$ cat src/rtl/and_sweep_checker_operand_sweep.sv
// Nested A/B operand counter: B is the inner loop, A the outer, both stepping
// by STEP while below LIMIT. The last vector is held once the sweep is exhausted.
module and_sweep_checker_operand_sweep #(
    parameter int WIDTH = 32,
    parameter int STEP  = 10,
    parameter int LIMIT = 1000
) (
    input  logic             clock,
    input  logic             reset,
    input  logic             clear,
    input  logic             advance,
    output logic [WIDTH-1:0] opA,
    output logic [WIDTH-1:0] opB,
    output logic             lastVector
);

    localparam logic [WIDTH:0] STEP_EXT  = (WIDTH + 1)'(STEP);
    localparam logic [WIDTH:0] LIMIT_EXT = (WIDTH + 1)'(LIMIT);

    logic [WIDTH:0] nextA;
    logic [WIDTH:0] nextB;
    logic           wrapB;

    // One extra bit keeps the LIMIT compare honest near the top of the range.
    assign nextA      = {1'b0, opA} + STEP_EXT;
    assign nextB      = {1'b0, opB} + STEP_EXT;
    assign wrapB      = (nextB >= LIMIT_EXT);
    assign lastVector = wrapB && (nextA >= LIMIT_EXT);

    always_ff @(posedge clock or posedge reset) begin
        if (reset) begin
            opA <= '0;
            opB <= '0;
        end else if (clear) begin
            opA <= '0;
            opB <= '0;
        end else if (advance && !lastVector) begin
            if (wrapB) begin
                opB <= '0;
                opA <= nextA[WIDTH-1:0];
            end else begin
                opB <= nextB[WIDTH-1:0];
            end
        end
    end

endmodule

$ cat config.mk
export PLATFORM = sky130hd
export DESIGN_NAME = and_sweep_checker_operand_sweep
export DESIGN_NICKNAME = d
export VERILOG_FILES = /design/src/rtl/and_sweep_checker_operand_sweep.sv
export SDC_FILE = /design/constraint.sdc
export NUM_CORES = 1
export LEC_CHECK = 0
export ABC_CLOCK_PERIOD_IN_PS = 4300
export BUFFER_PORTS_ARGS = -buffer_cell sky130_fd_sc_hd__buf_4
export CORE_MARGIN = 1.5
export CORE_UTILIZATION = 30
export CTS_BUF_LIST = sky130_fd_sc_hd__clkbuf_4 sky130_fd_sc_hd__clkbuf_8
export CTS_CLUSTER_SIZE = 10
export DETAILED_ROUTE_END_ITERATION = 8
export HOLD_SLACK_MARGIN = 0.08
export PLACE_DENSITY_LB_ADDON = 0.2
export SYNTH_ARGS = -nofsm -noshare
export SYNTH_HDL_FRONTEND = slang
export SYNTH_SLANG_ARGS = --single-unit
$ cat constraint.sdc
create_clock -name clock -period 4.3 [get_ports clock]
set_input_delay 0.86 -clock clock [delete_from_list [all_inputs] [get_ports clock]]
set_output_delay 0.86 -clock clock [all_outputs]
set_load 0.03 [all_outputs]
==> impl_metrics.ini <==
[status]
outcome = complete, no violations

[yosys]
synth.avg_cell_area_um2 = 8.92
yosysTopAreaCellShare = 0.401
yosysMostFrequentCell = dfrtp_1
postSynth.asyncResetShare = 1.00
synth.area.mux_share = 0.0385
yosys.area_share.simple = 0.321
ys_ff_latch = 62
synth_area_mm2 = 0.00387
netlist_instances = 434
synth_edf_count = 0
synth_xor_area_frac = 0.0294
synth_area_leader_cell = dfrtp_1
synth_fa_ha_area_frac = 0.00646
synth-compound-area-share = 0.143
synthTopCellsByArea = dfrtp_1 40%, nor2_1 4.7%, and2_1 4.0%
ys_warn_count = 0
synth_top_family_by_area = simple AND/OR/NAND/NOR gates
synth_cell_types = 61
ys_seq_area_frac = 0.401
ys.flop_type = dfrtp_1
synth_commonest_cells = 62 x dfrtp_1, 48 x nor2_1, 34 x inv_1

[sta]
fin_crit_sh = 0.932
rsz0062_at_grt = no
tightest_slew_ns = 0.909
fmax_ghz = 0.250
drv_slew = 0
setup_viol = 0
finClkSkew_ns = 0.0116
relSlewSlack = 0.393
finalHoldViolations = 0
min_period_ns = 4.01
fin_setup_tns_ns = 0

[place]
place.gp.congestion = 0.807
hpwl_mm = 7.38
numPortBuffers = 66
dpl-instance-area_mm2 = 0.00453

[power_and_ir_drop]
powerDensity_mw_per_mm2 = 235
p_leak_nw = 2.08
ir_drop_mv = 0.160

[worst_hold_path]
worstHoldPathType = register to register

[detailed_routing]
antenna_left = 0
drtIter0Drc = 184
drc = 0
wirelength_mm = 10.1
first_pass_iters = 5
viasPerCell = 5.10
wl_per_cell_um = 15.0
num_vias = 3442

[cells_and_area]
area_growth_pct = 21.3
final_area_mm2 = 0.00470
fillers = 1366
antenna_cells = 0
drive_gt1_frac = 0.215
fin_nets = 505

[cts]
cts_tree = yes
hold_buffers = 0
cts.sinks = 62
ctsResizeCount = 0
path_clk_slew_ns = 0.07
ctsRootBufferMaster = clkbuf_8
h-tree-depth = 3
clk_path_buf_depth = 2
cts_setup_buffers = 0
worstSkewPairLatency_ns = 0.35
cts_buffers = 9

[floorplan]
start_util = 0.307
core.rowCount = 41
coreArea_mm2 = 0.0126
dieArea_mm2 = 0.0136
fp.dieH_um = 117
die_w_um = 117
io_pins = 69

[global_route]
grtUsageTotal = 0.157
grt_pass1_wl_mm = 16.6
grt_max_degree = 41
grt_pass1_vias = 3254
overflow = 0
antenna_found_initial = 0

[worst_setup_path]
crit_arrival_ns = 3.15
critPathBufInv = 1
worstSetupEndpointType = output port
critical_path.cell_chain = ha_1, o211a_1, nor2b_4, a311o_1, a211o_1, a221oi_4, and4_4, nor2_1, buf_4
rrSetupSlack_ns = 0.87
crit_family = compound AO/OA/AOI/OAI gates
startpoint_type = register
cp_slowest_cell = dfrtp_1
slowest_delay_ns = 0.45
crit_required_ns = 3.44
setup.worst_path.class = register to output port
critical_path_peak_fanout = 10

[job]
max_cap_violations = 0
## logic make-up after synthesis
logic type | Yosys count
simple gates | 214
compound gates | 74
xor+xnor | 13
fa+ha+maj | 2
other cells | 1
flops | 62
mux | 14
buf+inv | 54
## metrics by stage
step | hold WS (ns) | setup slack (ns) | cells | total power [mW] | utilization
after floorplan | 0.653 | 0.669 | 435 | 0.642 | -
after global placement | 0.520 | 0.736 | 660 | 0.661 | 0.359
after CTS | 0.541 | 0.274 | 675 | 1.13 | 0.372
after detailed placement | 0.530 | 0.699 | 660 | 0.663 | 0.359
after global routing | 0.563 | 0.175 | 675 | 1.15 | 0.372
final | 0.537 | 0.292 | 675 | 1.10 | 0.372
## power by group
part	internal [mW]	switching, mW
logic	0.0136	0.0447
clock network	0.230	0.223
registers	0.586	0.00543
total	0.830	0.273
## layout by cell type (no fill, tap or decap), types with 3 or more instances in the layout
cell type / n
a211o_1: 4
a211oi_1: 4
a21o_1: 6
a21oi_1: 16
a22oi_1: 3
a31o_2: 4
a31oi_1: 6
and2_1: 25
and3_1: 4
and4_1: 10
buf_4: 72
clkbuf_4: 4
clkbuf_8: 9
dfrtp_1: 62
inv_1: 33
mux2_1: 7
mux2i_1: 7
nand2_1: 32
nand2b_1: 3
nand3_1: 25
nand4_1: 19
nor2_1: 48
nor2b_1: 7
nor3_1: 14
nor4_1: 6
o211ai_1: 4
o21ai_0: 4
o221ai_1: 6
o31ai_1: 3
xnor2_1: 11
## layer usage
layer,track usage,routed length [um],share of wire,vias to the layer above
li1,-,-,-,1698
met1,0.204,4680,0.46,1656
met2,0.260,4840,0.48,76
met3,0.0384,453,0.045,12
met4,0.0482,135,0.013,0
met5,0,0,0,-
## worst paths after layout
check,startpoint,depth (start not counted),endpoint
max in group asynchronous,reset,3,opB[16]$_DFFE_PP0P_
worst min register to register,opB[28]$_DFFE_PP0P_,2,opB[28]$_DFFE_PP0P_
worst max register to register,opB[5]$_DFFE_PP0P_,9,opA[12]$_DFFE_PP0P_
worst min-delay path,opB[28]$_DFFE_PP0P_,2,opB[28]$_DFFE_PP0P_
min in group asynchronous,reset,2,opB[9]$_DFFE_PP0P_
worst max-delay path,opA[1]$_DFFE_PP0P_,9,lastVector
## sequential cells by signal, indices dropped and copies added, names as in the netlist
signal / count
opA: 31
opB: 31
## worst register-to-register path: cells and delay by family, from the launching register on
kind	cells	cell delay [ns]
AO/OA/AOI/OAI	3	0.90
AND/OR/NAND/NOR	5	1.64
buffers and inverters	1	0.28
flip-flops	1	0.55
## cell type report
cell class,instances,area (um^2),share of cell area
Multi-Input combinational cell,319,2090,0.446
Sequential cell,62,1550,0.330
Timing Repair Buffer,72,541,0.115
Tap cell,172,215,0.0458
Clock buffer,13,154,0.0328
Inverter,35,131,0.0280
Clock inverter,2,10.0,0.00213
(Power assumes the default switching activity.)
